### src/rtl/read_empty.sv
`timescale 1ns/1ps
`default_nettype none
// ============================================================================
// Module   : read_empty
// Purpose  : Read-side pointer, synchronizer and empty/level status for the
//            dual-clock asynchronous FIFO.
// Revision : 1.0 - initial release
// ============================================================================
module read_empty #(
  parameter int ADDRESS_SIZE        = 4,
  parameter int ALMOST_EMPTY_THRESH = 2
) (
  input  logic                    rclk,
  input  logic                    rreset,
  input  logic                    rinc,
  input  logic [ADDRESS_SIZE:0]   wptr,
  output logic [ADDRESS_SIZE-1:0] raddr,
  output logic [ADDRESS_SIZE:0]   rptr,
  output logic                    rempty,
  output logic                    ralmost_empty,
  output logic [ADDRESS_SIZE:0]   rlevel,
  output logic                    runderflow
);

  localparam logic [ADDRESS_SIZE:0] c_thresh = (ADDRESS_SIZE+1)'(ALMOST_EMPTY_THRESH);

  logic [ADDRESS_SIZE:0] r_bin;
  logic [ADDRESS_SIZE:0] r_ptr;
  logic [ADDRESS_SIZE:0] r_wq1;
  logic [ADDRESS_SIZE:0] r_wq2;
  logic [ADDRESS_SIZE:0] r_level;
  logic                  r_empty;
  logic                  r_almost_empty;
  logic                  r_underflow;

  logic                  w_pop;
  logic [ADDRESS_SIZE:0] w_bin_next;
  logic [ADDRESS_SIZE:0] w_gray_next;
  logic [ADDRESS_SIZE:0] w_wbin_sync;
  logic [ADDRESS_SIZE:0] w_level_next;

  always_comb begin
    w_pop        = rinc & ~r_empty;
    w_bin_next   = r_bin + {{ADDRESS_SIZE{1'b0}}, w_pop};
    w_gray_next  = (w_bin_next >> 1) ^ w_bin_next;
    // Gray-to-binary: each bit is the XOR of itself and every more significant bit
    w_wbin_sync  = '0;
    for (int i = 0; i <= ADDRESS_SIZE; i++) begin
      w_wbin_sync[i] = ^(r_wq2 >> i);
    end
    w_level_next = w_wbin_sync - w_bin_next;
  end

  always_ff @(posedge rclk) begin
    if (rreset) begin
      r_bin          <= '0;
      r_ptr          <= '0;
      r_wq1          <= '0;
      r_wq2          <= '0;
      r_level        <= '0;
      r_empty        <= 1'b1;
      r_almost_empty <= 1'b1;
      r_underflow    <= 1'b0;
    end else begin
      r_wq1          <= wptr;
      r_wq2          <= r_wq1;
      r_bin          <= w_bin_next;
      r_ptr          <= w_gray_next;
      // Compare against the next pointer so popping the last entry flags empty at once
      r_empty        <= (w_gray_next == r_wq2);
      r_level        <= w_level_next;
      r_almost_empty <= (w_level_next <= c_thresh);
      r_underflow    <= r_underflow | (rinc & r_empty);
    end
  end

  assign raddr         = r_bin[ADDRESS_SIZE-1:0];
  assign rptr          = r_ptr;
  assign rempty        = r_empty;
  assign ralmost_empty = r_almost_empty;
  assign rlevel        = r_level;
  assign runderflow    = r_underflow;

endmodule
`default_nettype wire

### config.mk
export PLATFORM = sky130hd
export DESIGN_NAME = read_empty
export DESIGN_NICKNAME = d
export VERILOG_FILES = /design/src/rtl/read_empty.sv
export SDC_FILE = /design/constraint.sdc
export NUM_CORES = 1
export LEC_CHECK = 0
export ABC_AREA = 1
export CAP_MARGIN = 20
export CORE_ASPECT_RATIO = 0.9
export CORE_MARGIN = 2
export CORE_UTILIZATION = 30
export CTS_CLUSTER_DIAMETER = 200
export DETAILED_ROUTE_END_ITERATION = 12
export GPL_ROUTABILITY_DRIVEN = 0
export PLACE_DENSITY = 0.51
export SLEW_MARGIN = 20
export SYNTH_ARGS = -nofsm -noshare
export SYNTH_HDL_FRONTEND = slang
export SYNTH_SLANG_ARGS = --single-unit
### constraint.sdc
create_clock -name rclk -period 2.33 [get_ports rclk]
set_input_delay 0.466 -clock rclk [delete_from_list [all_inputs] [get_ports rclk]]
set_output_delay 0.466 -clock rclk [all_outputs]
set_load 0.03 [all_outputs]
==> results of run 1 <==
path summary, 6_finish.rpt:
path	endpoint	slack [ps]	depth (start not counted)
setup / recovery	ralmost_empty	330	17
hold / removal	r_wq2[3]	400	2
setup reg to reg	ralmost_empty	330	17
hold reg to reg	r_wq2[3]	400	2
cells by family after synthesis:
| kind of cell | Yosys count |
|---|---|
| AOI/OAI and AO/OA | 2 |
| xor gates and xnor gates | 11 |
| buffers and inverters | 34 |
| and+or+nand+nor | 99 |
| DFF | 27 |
| adders and majority gates | 5 |
layout make-up:
cell class	instances	area share
clock inverters	1	0.004196
clock buffers	3	0.02308
inverters	32	0.06713
well taps	48	0.03357
repair buffers	42	0.2112
multi-input cells	117	0.3573
flip-flops and latches	27	0.3035
power groups by stage:
stage	Combinational, W	Clock (W)	Sequential (W)
floorplan	0.000148	0	0.000593
global placement	0.000356	0	0.000528
detailed placement	0.000356	0	0.000528
CTS	0.000358	0.000287	0.000518
global route	0.000406	0.000308	0.000524
finish	0.000357	0.000272	0.000519
metal layers:
layer | part of all wire | up-vias | GRT usage
li1 | - | 620 | -
met1 | 0.52 | 464 | 0.1589
met2 | 0.43 | 18 | 0.1914
met3 | 0.042 | 5 | 0.03811
met4 | 0.010 | 0 | 0.03472
met5 | 0 | - | 0
metrics by stage:
stage / std cells / utilization / instance area (um^2) / TNS [ps] / setup WS, ps
floorplan: 178 / - / 1290 / 0 / 111.7
global placement: 266 / 0.4189 / 1718 / -1128 / -310.9
detailed placement: 266 / 0.4189 / 1718 / -1146 / -305.3
CTS: 270 / 0.4338 / 1779 / 0 / 27.01
global route: 270 / 0.4362 / 1789 / 0 / 51.24
finish: 270 / 0.4362 / 1789 / 0 / 328.0
cells in the mapped netlist, types with 2 or more instances:
| master | count |
|---|---|
| a21oi_1 | 2 |
| clkbuf_1 | 2 |
| dfxtp_1 | 27 |
| ha_1 | 5 |
| inv_1 | 29 |
| inv_2 | 3 |
| nand2_1 | 44 |
| nand2_2 | 8 |
| nand3_1 | 12 |
| nand4_1 | 3 |
| nor2_1 | 26 |
| nor2_2 | 2 |
| xnor2_1 | 3 |
| xor2_1 | 7 |
cell usage in the layout (no fill, tap or decap):
master and count:
xor2_1 7, nand2_1 44, inv_2 5, ha_1 3, nor3b_2 1, nand2_2 8
dfxtp_2 2, clkdlybuf4s50_1 23, dlymetal6s2s_1 1, nand3_2 1, nor2_1 25, a21oi_1 2
nand3b_1 1, nand4_1 3, nor2_2 3, inv_1 27, ha_2 1, xnor2_2 1
nand3_1 12, clkbuf_8 3, dfxtp_1 25, ha_4 1, buf_4 18, xnor2_1 3
clkinvlp_4 1, nor2_4 1
critical path: cells and delay by family, from the launching register on:
kind,cells,cell delay [ps]
adders and majority gates,2,360
and+or+nand+nor,11,790
xor gates and xnor gates,1,150
DFF,1,410
buffers and inverters,3,200
registers in the layout, indices dropped and copies added, names as in the netlist:
signal and count:
ralmost_empty 1, r_wq1 5, r_bin 5, rptr 4
rempty 1, r_wq2 5, rlevel 5, runderflow 1
what timing repair did:
| action | CTS | global route |
|---|---|---|
| resized for setup | 1 | 7 |
| endpoints found under the hold margin | 0 | 0 |
| endpoints found under the setup margin | 1 | 5 |
| pin swaps | 0 | 2 |
| hold buffers | 0 | 0 |
==> results by group, run 1 <==
STA
  • Slew headroom: 0.7906
  • Tcrit/Tclk final: 0.8592
  • RSZ-0062 raised after global routing: false
  • Tmin final: about 2000 ps
  • Worst hold slack: 397.4 ps
  • Peak Freq: 0.4995 GHz
  • Final Hold Viols: 0
  • Setup violations, final: 0
  • Max-slew violations: 0
  • Clk_skew: 2.417 ps
  • Slew @ Worst Pin: 313.0 ps

Outcome
  • Status: complete, no violations

GRT
  • Vias in the first global route: 1,052
  • Gr usage total: 0.1217
  • Largest net degree at the start of global routing: 17
  • Initial antenna violation count: 0
  • Total grt overflow: 0
  • Global-route wire length before repair: 4.547 mm

Floorplanning
  • Site Rows: 22
  • Die W: 73.12 um
  • Starting Density: 0.3145
  • I/O Pins: 25
  • Die Ht: 66.21 um
  • Core box area: 4101 um^2
  • Die Area: 4841 um^2

Routing
  • Starting DRT DRC Count: 15
  • Routed len/inst: 9.115 um
  • Detailed-route DRC error count: 0
  • Via count: 1,107
  • Vias/cell: roughly 4
  • WL final: 2.461 mm
  • Router iterations before antenna repair: 4
  • Routed Antenna Nets: 0

Synth
  • Avg Inst Size Synth: 7.247 um^2
  • Share of flip-flops with an asynchronous set or reset: 0
  • Synthesized area: 1290 um^2
  • Synth top area share: 0.4190
  • Post-synth EDFFs: 0
  • Largest area contributor in the netlist: dfxtp_1
  • Register area share after synthesis: 0.4190
  • Register bit total from synthesis: 27
  • Post-synth net total: 191
  • Post-Synth Adder-Cell Area: 0.04850
  • Syn Inst Count: 178
  • Synth area leaders: dfxtp_1 42%, nand2_1 13%, inv_1 8.4%
  • Top_reg_cell synth: dfxtp_1
  • Compound-Gate Fraction of Synth Area: 0.007759
  • Simple-gate share of the synthesized area: 0.3453
  • Post-synthesis cell type count: 19
  • Yosys warning total: 0
  • Largest family of logic cells by synthesized area: simple AND/OR/NAND/NOR gates
  • Multiplexer area fraction after synthesis: 0
  • Xor-xnor portion of the synthesized cell area: 0.08050

Layout
  • Area grow syn2layout: 38.70%
  • Fillers: 430
  • Reg area: 543.0 um^2
  • Final antenna diode count: 0
  • Nets: 236
  • Footprint of the multi-input gates: 639.4 um^2
  • Layout cells sized above 1: 0.2072

Worst setup path
  • Worst-path maximum fanout: 5
  • Most common cell on crit path: nand2_1
  • Critical path cell sequence: inv_2, nand2_1, nand2_1, nand2_1, nand2_2, xnor2_1, ha_1, inv_1, ha_1, inv_2, nand2_2, nand3_1, nand2_1, nand2_1, nand2_1, nor2_2, nor2_2
  • Critical Path AT: 2180 ps
  • CP required: between 2000 and 3000 ps
  • Largest stage delay, worst path: about 410 ps
  • R2R Path Start: r_wq2[2]
  • CP startpoint: r_wq2[2]
  • CP Class: reg2reg
  • CP max stage cell: dfxtp_1
  • Crit end category: register
  • Crit start category: register

Pwr
  • Lkg Pwr: ~0.86 nW
  • VDD IR-drop max: 0.3654 mV
  • PnR Total Power: 0.001147 W
  • Reg power frac: 0.452
  • Power share of the clock group: 0.237
  • Int Pwr: 0.0007891 W
  • Logic pwr share: 0.311
  • Net Sw Frac: 0.3123
  • Pwr Density: 641.3 nW/um^2
  • Switch Pwr: 0.0003583 W

CTS
  • Setup Buffers After CTS: 0
  • CTS root buf: clkbuf_8
  • CTS max path bufs: 2
  • H-tree depth: 1
  • Clk sinks: 27
  • CTS buffer count: 3
  • CTS clk-pin slew, worst paths: 90 ps
  • CTS tree: done
  • Worst skew pair latency: 280 ps

Run
  • Max-Cap Viols: 0

Place
  • PortBufs: 24
  • Post-DP HPWL: 1.980 mm

Hold path
  • Worst hold path type: reg2reg
  • Hold path start: r_wq1[3]
Note: power is estimated with default switching activity, not from simulation.
==> inputs of run 2 (changes only) <==
--- a/config.mk
+++ b/config.mk
@@ -6,6 +6,7 @@
 export NUM_CORES = 1
 export LEC_CHECK = 0
 export ABC_AREA = 1
+export ABC_CLOCK_PERIOD_IN_PS = 2330
 export CAP_MARGIN = 20
 export CORE_ASPECT_RATIO = 0.9
 export CORE_MARGIN = 2
==> results of run 2 <==
No change in the layout: final DEF, timing and power equal those of run 1.
